--- config.mk ---
export PLATFORM = sky130hd
export DESIGN_NAME = uart_tx_flat
export DESIGN_NICKNAME = d
export VERILOG_FILES = /design/src/rtl/uart_pkg.sv /design/src/rtl/uart_tx_if.sv /design/src/rtl/uart_tx.sv /design/src/flat_wrapper.sv
export SDC_FILE = /design/constraint.sdc
export NUM_CORES = 1
export LEC_CHECK = 0
export ABC_AREA = 1
export CORE_ASPECT_RATIO = 0.7
export CORE_MARGIN = 2
export CORE_UTILIZATION = 45
export DETAILED_ROUTE_END_ITERATION = 16
export PLACE_DENSITY_LB_ADDON = 0.1
export SYNTH_ARGS = -nofsm -noshare
export SYNTH_HDL_FRONTEND = slang
export SYNTH_SLANG_ARGS = --single-unit
--- constraint.sdc ---
create_clock -name clk16x -period 3.5 [get_ports clk16x]
set_input_delay 0.7 -clock clk16x [delete_from_list [all_inputs] [get_ports clk16x]]
set_output_delay 0.7 -clock clk16x [all_outputs]
set_load 0.03 [all_outputs]
--- src/rtl/uart_pkg.sv ---
// Shared UART frame definitions: frame geometry, transmitter states and the frame builder.
// The receiver checks against the same builder, so the line format is defined in one place.
package uart_pkg;

  localparam int FRAME_BITS = 11;
  localparam int DATA_BITS  = 8;

  localparam logic START_BIT = 1'b0;
  localparam logic STOP_BIT  = 1'b1;

  // Index of the stop bit in the frame; also the bit counter's final value.
  localparam logic [3:0] LAST_BIT = 4'(FRAME_BITS - 1);

  typedef enum logic {
    TX_IDLE,
    TX_SEND
  } tx_state_t;

  // Bit 0 goes on the line first: {stop, parity, data[7:0], start}.
  function automatic logic [FRAME_BITS-1:0] build_frame(
    input logic [DATA_BITS-1:0] data,
    input logic                 odd
  );
    logic parity;
    parity = odd ? ~^data : ^data;
    return {STOP_BIT, parity, data, START_BIT};
  endfunction

endpackage

--- src/rtl/uart_tx_if.sv ---
// CPU-side port of the UART transmitter: write strobe and data in, buffer status out.
// The CPU writes one byte per single-cycle wrn strobe while t_empty is high.
interface uart_tx_if;

  logic       wrn;
  logic [7:0] d_in;
  logic       t_empty;
  logic       t_busy;
  logic       overrun;

  modport master (
    output wrn,
    output d_in,
    input  t_empty,
    input  t_busy,
    input  overrun
  );

  modport slave (
    input  wrn,
    input  d_in,
    output t_empty,
    output t_busy,
    output overrun
  );

endinterface

--- src/rtl/uart_tx.sv ---
// UART transmitter on the x16 clock; a frame starts on the first cnt16x==0 tick after a write.
// Holding register plus shift register give gapless back-to-back frames; writes while full set overrun.
module uart_tx
  import uart_pkg::*;
#(
  parameter bit ODD_PARITY = 1'b0
) (
  input  logic       clk16x,
  input  logic       clrn,
  input  logic [3:0] cnt16x,
  output logic       txd,
  uart_tx_if.slave   bus
);

  tx_state_t             state;
  logic [DATA_BITS-1:0]  hold;
  logic [FRAME_BITS-1:0] shreg;
  logic [3:0]            bit_cnt;
  logic                  empty_q;
  logic                  busy_q;
  logic                  ovr_q;

  logic                  tick;
  logic                  last_bit;
  logic                  load;
  logic                  accept;
  logic [FRAME_BITS-1:0] next_frame;

  always_comb begin
    tick       = (cnt16x == 4'd0);
    last_bit   = (bit_cnt == LAST_BIT);
    // A transfer frees the holding register on the same edge, so a write there is accepted too.
    load       = tick && !empty_q && ((state == TX_IDLE) || last_bit);
    accept     = !bus.wrn && (empty_q || load);
    next_frame = build_frame(hold, ODD_PARITY);
  end

  always_ff @(posedge clk16x or negedge clrn) begin
    if (!clrn) begin
      state   <= TX_IDLE;
      hold    <= '0;
      shreg   <= '0;
      bit_cnt <= 4'd0;
      empty_q <= 1'b1;
      busy_q  <= 1'b0;
      ovr_q   <= 1'b0;
      txd     <= 1'b1;
    end else begin
      if (accept) begin
        hold    <= bus.d_in;
        empty_q <= 1'b0;
        ovr_q   <= 1'b0;
      end else begin
        if (load) begin
          empty_q <= 1'b1;
        end
        if (!bus.wrn) begin
          ovr_q <= 1'b1;
        end
      end

      case (state)
        TX_IDLE: begin
          if (load) begin
            shreg   <= next_frame;
            txd     <= START_BIT;
            bit_cnt <= 4'd0;
            busy_q  <= 1'b1;
            state   <= TX_SEND;
          end else begin
            txd    <= 1'b1;
            busy_q <= 1'b0;
          end
        end
        TX_SEND: begin
          if (tick) begin
            if (!last_bit) begin
              bit_cnt <= bit_cnt + 4'd1;
              shreg   <= {STOP_BIT, shreg[FRAME_BITS-1:1]};
              txd     <= shreg[1];
            end else if (load) begin
              // Stop bit has run its full 16 cycles; chain straight into the next start bit.
              shreg   <= next_frame;
              txd     <= START_BIT;
              bit_cnt <= 4'd0;
            end else begin
              txd     <= 1'b1;
              bit_cnt <= 4'd0;
              busy_q  <= 1'b0;
              state   <= TX_IDLE;
            end
          end
        end
        default: state <= TX_IDLE;
      endcase
    end
  end

  assign bus.t_empty = empty_q;
  assign bus.t_busy  = busy_q;
  assign bus.overrun = ovr_q;

endmodule

--- src/flat_wrapper.sv ---
// flat-port wrapper written by rule: the top's interface ports become plain ports
module uart_tx_flat import uart_pkg::*;
#(
  parameter bit ODD_PARITY = 1'b0
)
  (clk16x, clrn, cnt16x, txd, bus_wrn, bus_d_in, bus_t_empty, bus_t_busy, bus_overrun);
  uart_tx_if bus_i ();
  input  logic clk16x;
  input  logic clrn;
  input  logic [3:0] cnt16x;
  output logic txd;
  input wire logic [$bits(bus_i.wrn)-1:0] bus_wrn;
  input wire logic [$bits(bus_i.d_in)-1:0] bus_d_in;
  output wire logic [$bits(bus_i.t_empty)-1:0] bus_t_empty;
  output wire logic [$bits(bus_i.t_busy)-1:0] bus_t_busy;
  output wire logic [$bits(bus_i.overrun)-1:0] bus_overrun;
  assign bus_i.wrn = bus_wrn;
  assign bus_i.d_in = bus_d_in;
  assign bus_t_empty = bus_i.t_empty;
  assign bus_t_busy = bus_i.t_busy;
  assign bus_overrun = bus_i.overrun;
  uart_tx #(.ODD_PARITY(ODD_PARITY)) u_core (.clk16x(clk16x), .clrn(clrn), .cnt16x(cnt16x), .txd(txd), .bus(bus_i));
endmodule
* Word level (Yosys, flattened, before mapping)
Cells that the tools add are included.
** Word-level totals
- Flip-flop bits (word level) :: 28
- Input bits :: 15
- Output and inout port bits :: 4
** Operators by class
- Equal/unequal tests :: 6
- $add $sub $neg :: 1
- Bitwise logic cells :: 1
- Multiplexer cells :: 24
- Reduce and logical (&&, ||, !) cells :: 12
** Operator list (count)
- two-way mux 11 bit :: 3
- case mux 11 bit (2 select lines) :: 1
- two-way mux 1 bit :: 13
- two-way mux 4 bit :: 3
- case mux 4 bit (2 select lines) :: 1
- XOR reduction 8 bit :: 1
- inequality test 2 bit (second input constant) :: 3
- case mux 1 bit (2 select lines) :: 3
- adder 4 x 1 -> 4 bit (second input constant) :: 1
- == test 4 bit (second input constant) :: 1
- zero test 4 bit :: 1
- inequality test 2 x 1 -> 1 bit (second input constant) :: 2
- logical AND 1 bit :: 3
- AND reduction 3 bit :: 1
- zero test 1 bit :: 2
- logical OR 1 bit :: 2
- AND reduction 2 bit :: 1
- nonzero test 2 bit :: 1
- NOT 1 bit :: 1

* Depth between registers and ports, before layout
Gate-level depths: netlist (run 1).
- Word-level depth :: 7
- Mapped depth :: 9
- Depth with buffers taken out :: 9

* Worst setup path after synthesis (run 1)
No wires, ideal clock.
- Kind :: input port to flip-flop
- From :: input port cnt16x[1]
- To :: register u_core.busy_q, in the netlist u_core.bus.t_busy
- Data arrival time :: 1388 ps
- Path buffers :: 1
- Required time :: 3383 ps
- Stages :: 7
- Path slack :: 1994 ps
- Path through :: nor2_4 nand3_2 nand2_1 buf_4 nand3_1 o21ai_1 inv_1
** Between the ends
- Longest elaborated chain between the ends :: 5
- Elaborated cells on any way between the ends :: 8
- Those cells by class :: 2 x eq/ne; 2 x mux; 4 x reduce/logical
** Ends and longest elaborated chain
- from (decl) :: line flat_wrapper.sv:10 : input logic [3:0] cnt16x;
- zero test 4 bit (*) :: line uart_tx.sv:30 : tick = (cnt16x == 4'd0);
- logical AND 1 bit (2 in series) :: line uart_tx.sv:33 : load = tick && !empty_q && ((state == TX_IDLE) || last_bit);
- two-way mux 1 bit or inequality test 2 bit (tied branches)
- case mux 1 bit (2 select lines) or AND reduction 3 bit (tied branches)
- to (signal assigned) :: line uart_tx.sv:45 : busy_q <= 1'b0;
- to (signal assigned) :: line uart_tx.sv:68 : busy_q <= 1'b1;
- to (signal assigned) :: line uart_tx.sv:72 : busy_q <= 1'b0;
- to (decl) :: line uart_tx.sv:20 : logic busy_q;
Every way passes the cells marked *; elsewhere a longest branch is shown, timed or not.
A chain may end at the register's enable or synchronous reset.

* Worst setup path after layout (run 1)
- From :: register u_core.empty_q, in the netlist u_core.bus.t_empty
- To :: output port bus_t_empty
** RTL lines
- from (decl) :: line uart_tx.sv:19 : logic empty_q;
- from (signal assigned) :: line uart_tx.sv:44 : empty_q <= 1'b1;
- from (signal assigned) :: line uart_tx.sv:51 : empty_q <= 1'b0;
- from (signal assigned) :: line uart_tx.sv:55 : empty_q <= 1'b1;
- to (decl) :: line flat_wrapper.sv:14 : output wire logic [$bits(bus_i.t_empty)-1:0] bus_t_empty;
No word-level cell between the ends.

==> results.cfg, run 1 <==
[logic_synthesis]
syn_area_sq_um = 1494
synthCells = 199
synth_flop_cell = dfrtp_1
yosysTopAreaCellShare_pct = 41.88
synth.avg_cell_area_sq_um = 7.507
ys_top_cells_by_count = nand2_1 (86), dfrtp_1 (25), inv_1 (18)
yosys-top-cells-area = dfrtp_1 (42%), nand2_1 (22%), inv_1 (4.5%)
syn_nets = 216
ys_seq_elements = 27
yosysWarnings = 0
yosys.area.top_type = dfrtp_1
ys_seq_area_share_pct = 45.39
yosysMostFrequentCell = nand2_1
synth_edf_count = 0
synth_cell_types = 25
async_flop_share_pct = 100.0

[worst_setup_path]
crit_family = buffers and inverters
cp.arrival_ns = 1.58
required_ns = 2.80
critical_path.endpoint_type = primary output
crit_chain = clkdlybuf4s50_1
start_kind = flop
timing.critical_path.buf_inv = 1
crit_type = flop to primary output
path_max_fanout = 4
cpPeakStageDelay_ns = 0.69
worst_path_max_delay_cell = clkdlybuf4s50_1

[hold_path]
hold_path_class = flop to flop

[global_route]
antenna_found_initial = 0
first_global_vias = 1179
grt_pass1_wl_mm = 5.092
grt_overflow = 0
grt_max_degree = 28
track_usage_pct = 17.70

[route]
drc = 0
drtIter0Drc = 65
via_per_inst = 4.880
ant_nets = 0
drt-total-wl_mm = 2.910
route.vias.total = 1259
dr.pass1.iters = 4
post_drt_wl_per_cell_um = 11.28

[final_layout]
design_area_sq_um = 1757
area_delta_synth_final_pct = 17.59
antenna_cells = 0
fin_util_pct = 55.43
drive_above_1_share_pct = 13.64
finalNetCount = 238

[floorplanning]
die_y_um = 52.21
die_area_sq_um = 3804
initial_utilization_pct = 47.14
fp.dieW_um = 72.87
std_cell_rows = 17
io-pin-count = 19
core_region_area_sq_um = 3169

[pwr]
p_leak_nw = 0.8636
swShare_pct = 32.12
peakVddDrop_mv = 0.2170
power.switching_mw = 0.2690
p_per_area_nw_per_um2 = 476.8
combPwrFrac_pct = 28.4
pwr-share-seq_pct = 50.7
p_int_mw = 0.5685
clkPwrFrac_pct = 21.0

[place]
port_buffers = 18
place_area_sq_um = 1710
dp_hpwl_mm = 2.212
gp_congestion = 0.7735
preCtsSetupSlack_ns = 1.201

[timing]
fin_tns_setup_ns = 0
fmax_mhz = 439.4
rsz0062_at_grt = no
whs_ns = 0.4743
finalClockSkew_ns = 0.009296
min_period_ns = 2.276
setup_slack_ns = 1.224
fin_crit_sh_pct = 65.02
finalSetupViolations = 0
slew_viol_final = 0
slew_headroom_pct = 72.85
worst_pin_slew_ns = 0.4063
hold_violations = 0

[clock_tree]
cts_tree = done
cts_made_buffers = 3
clk_pin_slew_ns = 0.09
cts_root_buf = clkbuf_8
postCtsResizedCells = 0
cts.sinks = 27
clkLatencyLatePin_ns = 0.27
cts.path.max_buffers = 2
ctsHoldBuffers = 0
htreeDepth = 1
post_cts_buffers = 0

[job]
max_cap_viol_count = 0

[run_status]
status = complete, no violations
-- per-stage QoR --
| stage | instances | total power, mW |
|---|---|---|
| after floorplan | 199 | 0.6003 |
| after detailed placement | 254 | 0.6689 |
| final | 258 | 0.8376 |
| after global placement | 254 | 0.6562 |
| after global routing | 258 | 0.9086 |
| after CTS | 258 | 0.8475 |
-- kinds of logic (layout without fill, tap and decap cells) --
kind of cell	Yosys count	count (layout)	synth area share [%]
and+or+nand+nor	128	128	38.02
DFF	27	27	45.39
buffers and inverters	23	44	6.532
AOI/OAI and AO/OA	18	18	7.790
adders and majority gates	2	2	1.675
xor gates and xnor gates	1	1	0.5864
-- path summary, 6_finish.rpt --
| path | endpoint | slack (ns) | cells past startpoint | from |
|---|---|---|---|---|
| max in group asynchronous | u_core.bus.t_empty | 2.41 | 2 | clrn |
| worst max-delay path | bus_t_empty | 1.22 | 1 | u_core.bus.t_empty |
| min in group asynchronous | u_core.bit_cnt[0] | 0.79 | 2 | clrn |
| worst min-delay path | u_core.shreg[10] | 0.47 | 1 | u_core.shreg[10] |
| worst max register to register | u_core.hold[3] | 1.75 | 9 | u_core.bit_cnt[0] |
| worst min register to register | u_core.shreg[10] | 0.47 | 1 | u_core.shreg[10] |
-- area by class of cell --
cell class / instances / area, sq um
Clock buffer: 3 / 41.29
Fill cell: 308 / 1413
Timing Repair Buffer: 19 / 187.7
Clock inverter: 1 / 5.005
Multi-Input combinational cell: 149 / 718.2
Inverter: 21 / 78.83
Tap cell: 38 / 47.55
Sequential cell: 27 / 678.2
-- power by group through the flow --
stage	logic, mW	registers, mW	clock network [mW]
after floorplan	0.174	0.427	0
after global routing	0.275	0.435	0.199
after global placement	0.229	0.427	0
after CTS	0.240	0.424	0.183
after detailed placement	0.239	0.430	0
final	0.238	0.424	0.176
-- routing by layer --
metal  part of all wire [%]  routed length (um)  track usage [%]  vias up
met3                    3.1                  89            4.808        5
met4                   0.79                  23            5.556        0
li1                       -                   -                -      654
met1                     50                1454            23.13      580
met2                     46                1342            28.79       20
met5                      0                   0                0        -
-- cells in the final DEF (no fill, tap or decap) --
master	n
clkinv_2	1
nand2_1	86
a21oi_4	1
or2_2	8
dfstp_2	2
nand3_2	2
clkdlybuf4s50_1	18
inv_2	3
dfrtp_1	25
nor2_2	2
nand3_1	6
nor2_1	17
o21ai_4	1
o21ai_1	2
nand4_4	1
or2_1	1
clkbuf_8	3
buf_4	1
ha_1	2
a21oi_1	9
nor2_4	2
xor2_1	1
nand2_2	3
o22ai_1	1
o31ai_1	1
inv_1	18
o21ai_0	3
-- flip-flops by register name (all words and copies together) (netlist names) --
signal              flops
u_core.bit_cnt          4
u_core.txd              1
u_core.hold             8
u_core.bus.t_busy       1
u_core.bus.overrun      1
u_core.shreg           10
u_core.bus.t_empty      1
u_core.state            1
No activity file was read; power rests on OpenSTA's default activity.
==> run 2: changes to the inputs <==
Clock period 3.5 ns to 1.9 ns, I/O delays scaled along.
==> run 2 against run 1 <==
  * Clock power up 92%
  * Combinational power grew 87%
  * Sequential power increased by 85%
  * Via count down 2.0%
  * Highest routed layer unchanged
==> results.cfg, run 2 (same netlist as run 1, synthesis figures left out) <==
[run_status]
status = complete, no violations

[global_route]
track_usage_pct = 18.41
grt_overflow = 0
first_global_vias = 1198
use_met2_pct = 27.58
grt_pass1_wl_mm = 5.299
met3_usage_pct = 5.000
top_usage_layer = met2
grt_max_degree = 28
use_met1_pct = 26.19
antenna_found_initial = 0

[floorplanning]
io-pin-count = 19
std_cell_rows = 17
die_area_sq_um = 3804
fp.dieW_um = 72.87
core_region_area_sq_um = 3169
die_y_um = 52.21
initial_utilization_pct = 47.14

[route]
route.vias.total = 1234
dr.pass1.iters = 4
ant_nets = 0
drc = 0
drtIter0Drc = 76
post_drt_wl_per_cell_um = 11.63
drt-total-wl_mm = 3.024
via_per_inst = 4.746

[clock_tree]
ctsHoldBuffers = 0
cts_root_buf = clkbuf_8
cts.sinks = 27
cts.path.max_buffers = 2
clk_pin_slew_ns = 0.09
cts_tree = done
clkLatencyLatePin_ns = 0.28
htreeDepth = 1
cts_made_buffers = 3

[pwr]
clkPwrFrac_pct = 21.6
p_per_area_nw_per_um2 = 881.1
total_power_mw = 1.564
p_leak_nw = 0.8809
swShare_pct = 32.79
pwr-share-seq_pct = 50.1
power.switching_mw = 0.5129
p_int_mw = 1.051
peakVddDrop_mv = 0.4607
combPwrFrac_pct = 28.4

[final_layout]
area_delta_synth_final_pct = 18.84
ff_latch_area_sq_um = 678.2
drive_above_1_share_pct = 14.41
regMostFlops = u_core.shreg
multiInputGateArea_sq_um = 718.2
largest_register_ffs = 10
final_common_cell = nand2_1
finalNetCount = 240
antenna_cells = 0
reg_top3 = u_core.shreg: 10 flops, u_core.hold: 8 flops, u_core.bit_cnt: 4 flops
layout_common_cells = nand2_1 (86), dfrtp_1 (25), inv_1 (18)
fill_cells = 304

[timing]
finalSetupViolations = 0
fin_tns_setup_ns = 0
rsz0062_at_grt = no
slew_headroom_pct = 75.90
fmax_mhz = 594.3
fin_crit_sh_pct = 88.56
worst_pin_slew_ns = 0.3615
finalClockSkew_ns = 0.006179
slew_viol_final = 0
hold_violations = 0
min_period_ns = 1.683

[job]
max_cap_viol_count = 0

[worst_setup_path]
start_kind = flop
critical_path.endpoint_type = primary output
crit_type = flop to primary output
crit_chain = clkdlybuf4s50_1
required_ns = 1.52
path_max_fanout = 2
worst_path_max_delay_cell = clkdlybuf4s50_1
crit_family = buffers and inverters
cpPeakStageDelay_ns = 0.67
timing.critical_path.buf_inv = 1
r2r_slack_ns = 0.27
cp.arrival_ns = 1.30

[place]
dp_hpwl_mm = 2.295
port_buffers = 18
gp_congestion = 0.7742

[hold_path]
hold_path_class = input pin to asynchronous set/reset pin
-- run 2: final timing paths --
path	cells past startpoint	to	startpoint
worst min-delay path	2	u_core.bus.overrun	clrn
max in group asynchronous	2	u_core.txd	clrn
worst min register to register	2	u_core.bus.overrun	u_core.bus.overrun
worst max-delay path	1	bus_overrun	u_core.bus.overrun
min in group clk16x	2	u_core.bus.overrun	u_core.bus.overrun
worst max register to register	9	u_core.shreg[1]	u_core.bit_cnt[0]
-- run 2: final cells by class --
class / count / area share [%]
tap: 38 / 2.678
sequential: 27 / 38.20
clock buffer: 3 / 2.326
inverter: 21 / 4.440
timing repair buffer: 21 / 11.49
clock inverter: 1 / 0.4228
multi-input combinational: 149 / 40.45
-- run 2: power groups by stage --
stage | clock network, mW | registers (mW) | logic, mW
after floorplan | 0 | 0.786 | 0.320
after global placement | 0 | 0.788 | 0.428
after detailed placement | 0 | 0.795 | 0.447
after CTS | 0.354 | 0.783 | 0.450
after global routing | 0.381 | 0.802 | 0.512
final | 0.338 | 0.783 | 0.444
-- run 2: stage by stage --
step	instances	setup WS [ns]	hold slack (ns)	utilization, %	area (sq um)
after floorplan	199	0.4821	0.08441	-	1494
after global placement	256	0.1487	0.4771	54.44	1725
after detailed placement	256	0.06457	0.4853	54.44	1725
after CTS	260	0.02074	0.4720	55.94	1773
after global routing	260	0.09446	0.5093	56.02	1775
final	260	0.2174	0.4689	56.02	1775
-- run 2: layer usage --
metal | vias to the layer above | wire (um)
met5 | - | 0
met4 | 0 | 27
met3 | 6 | 101
met2 | 14 | 1297
met1 | 561 | 1598
li1 | 653 | -
-- run 2: timing repair --
action / CTS / global route
pin swaps: 0 / 0
setup endpoints to repair: 1 / 1
gates resized for setup: 1 / 1
buffers inserted: 0 / 0
==> run 3: changes to the inputs <==
==> constraint.sdc (replaced) <==
create_clock -name clk16x -period 1.9 [get_ports clk16x]
set_input_delay 0.57 -clock clk16x [delete_from_list [all_inputs] [get_ports clk16x]]
set_output_delay 0.57 -clock clk16x [all_outputs]
set_load 0.03 [all_outputs]
==> run 3 against run 2 <==
  * Cell count up 1.2%
  * Combinational power down 2%
  * Worst setup slack worse by 0.084 ns
  * Die area is the same
  * Critical path depth did not move
  * Global-route usage fell by 0.31 points
  * Sequential power about the same
  * Cell area rose by 1.1%
  * Power decreased by 1.4%
  * Wire length is 3.4% lower
  * Critical path type unchanged
  * Critical endpoint is now txd
  * Largest cell class unchanged
==> results.cfg, run 3 (same netlist as run 1, synthesis figures left out) <==
[final_layout]
regMostFlops = u_core.shreg
area_delta_synth_final_pct = 20.18
instances_no_fill = 263
finalNetCount = 243
reg_top3 = u_core.shreg: 10 flops, u_core.hold: 8 flops, u_core.bit_cnt: 4 flops
fill_cells = 294
drive_above_1_share_pct = 15.11
antenna_cells = 0
layout_common_cells = nand2_1 (86), dfrtp_1 (25), inv_1 (18)
final_common_cell = nand2_1
fin_util_pct = 56.65
largest_register_ffs = 10
design_area_sq_um = 1795

[pwr]
total_power_mw = 1.543
p_leak_nw = 0.9099
peakVddDrop_mv = 0.3812
p_per_area_nw_per_um2 = 859.3

[place]
port_buffers = 18
placed_cells = 259
dp_hpwl_mm = 2.251
place_area_sq_um = 1748
gp_congestion = 0.7696
preCtsSetupSlack_ns = -0.1065

[global_route]
track_usage_pct = 18.11
grt_pass1_wl_mm = 5.161
grt_overflow = 0
grt_max_degree = 28
antenna_found_initial = 0
first_global_vias = 1176

[route]
drtIter0Drc = 33
drc = 0
route.vias.total = 1235
via_per_inst = 4.696
post_drt_wl_per_cell_um = 11.10
dr.pass1.iters = 4
ant_nets = 0
drt-total-wl_mm = 2.920

[worst_setup_path]
critical_path.endpoint_type = primary output
crit_family = flip-flops
required_ns = 1.33
cp.arrival_ns = 1.20
timing.critical_path.buf_inv = 1
start_kind = flop
cpPeakStageDelay_ns = 0.54
crit_chain = dlygate4sd2_1
path_max_fanout = 2
worst_path_max_delay_cell = dfstp_2
crit_type = flop to primary output

[timing]
whs_ns = 0.5092
min_period_ns = 1.767
fin_tns_setup_ns = 0
rsz0062_at_grt = no
fmax_mhz = 565.9
fin_crit_sh_pct = 93.00
slew_headroom_pct = 76.70
setup_slack_ns = 0.1330
slew_viol_final = 0
hold_violations = 0
finalSetupViolations = 0
worst_pin_slew_ns = 0.3495
finalClockSkew_ns = 0.003825

[clock_tree]
htreeDepth = 1
cts_tree = done
clkLatencyLatePin_ns = 0.27
cts.path.max_buffers = 2
post_cts_buffers = 0
cts_made_buffers = 3
cts.sinks = 27
clk_pin_slew_ns = 0.09
cts_root_buf = clkbuf_8

[floorplanning]
std_cell_rows = 17
fp.dieW_um = 72.87
io-pin-count = 19
core_region_area_sq_um = 3169
die_y_um = 52.21
die_area_sq_um = 3804
initial_utilization_pct = 47.14

[run_status]
status = complete, no violations

[job]
max_cap_viol_count = 0

[hold_path]
hold_path_class = flop to flop
## run 3: area by class of cell
type	instances	area, sq um	area share (%)
multi-input combinational	149	718.2	40.00
sequential	27	678.2	37.77
timing repair buffer	24	227.7	12.68
inverter	21	78.83	4.390
tap	38	47.55	2.648
clock buffer	4	45.04	2.509
## run 3: routing by layer
layer / global-route usage, % / vias up / share of wire, %
met3: 4.615 / 4 / 3.3
met4: 4.630 / 0 / 0.86
met5: 0 / - / 0
met1: 24.42 / 557 / 50
met2: 29.24 / 15 / 46
li1: - / 659 / -
## run 3: timing repair
action                                  in CTS  in global routing
resized for setup                            2                  2
endpoints found under the setup margin       2                  2
hold buffers                                 0                  0
## run 3: power by group
group          internal, mW  switching, mW  total [mW]  leakage, nW
Clock                 0.150          0.172       0.322       0.0228
Combinational         0.203          0.232       0.435        0.579
Sequential            0.696         0.0894       0.786        0.308
## run 3: final timing paths
path                                    from                end  slack, ns  cells after the start
max                               u_core.txd                txd       0.13                      1
min                         u_core.shreg[10]   u_core.shreg[10]       0.51                      1
max reg2reg                u_core.bit_cnt[0]     u_core.hold[6]       0.27                      9
max in group asynchronous               clrn         u_core.txd       0.93                      2
min reg2reg                 u_core.shreg[10]   u_core.shreg[10]       0.51                      1
min in group asynchronous               clrn  u_core.bus.t_busy       0.66                      2
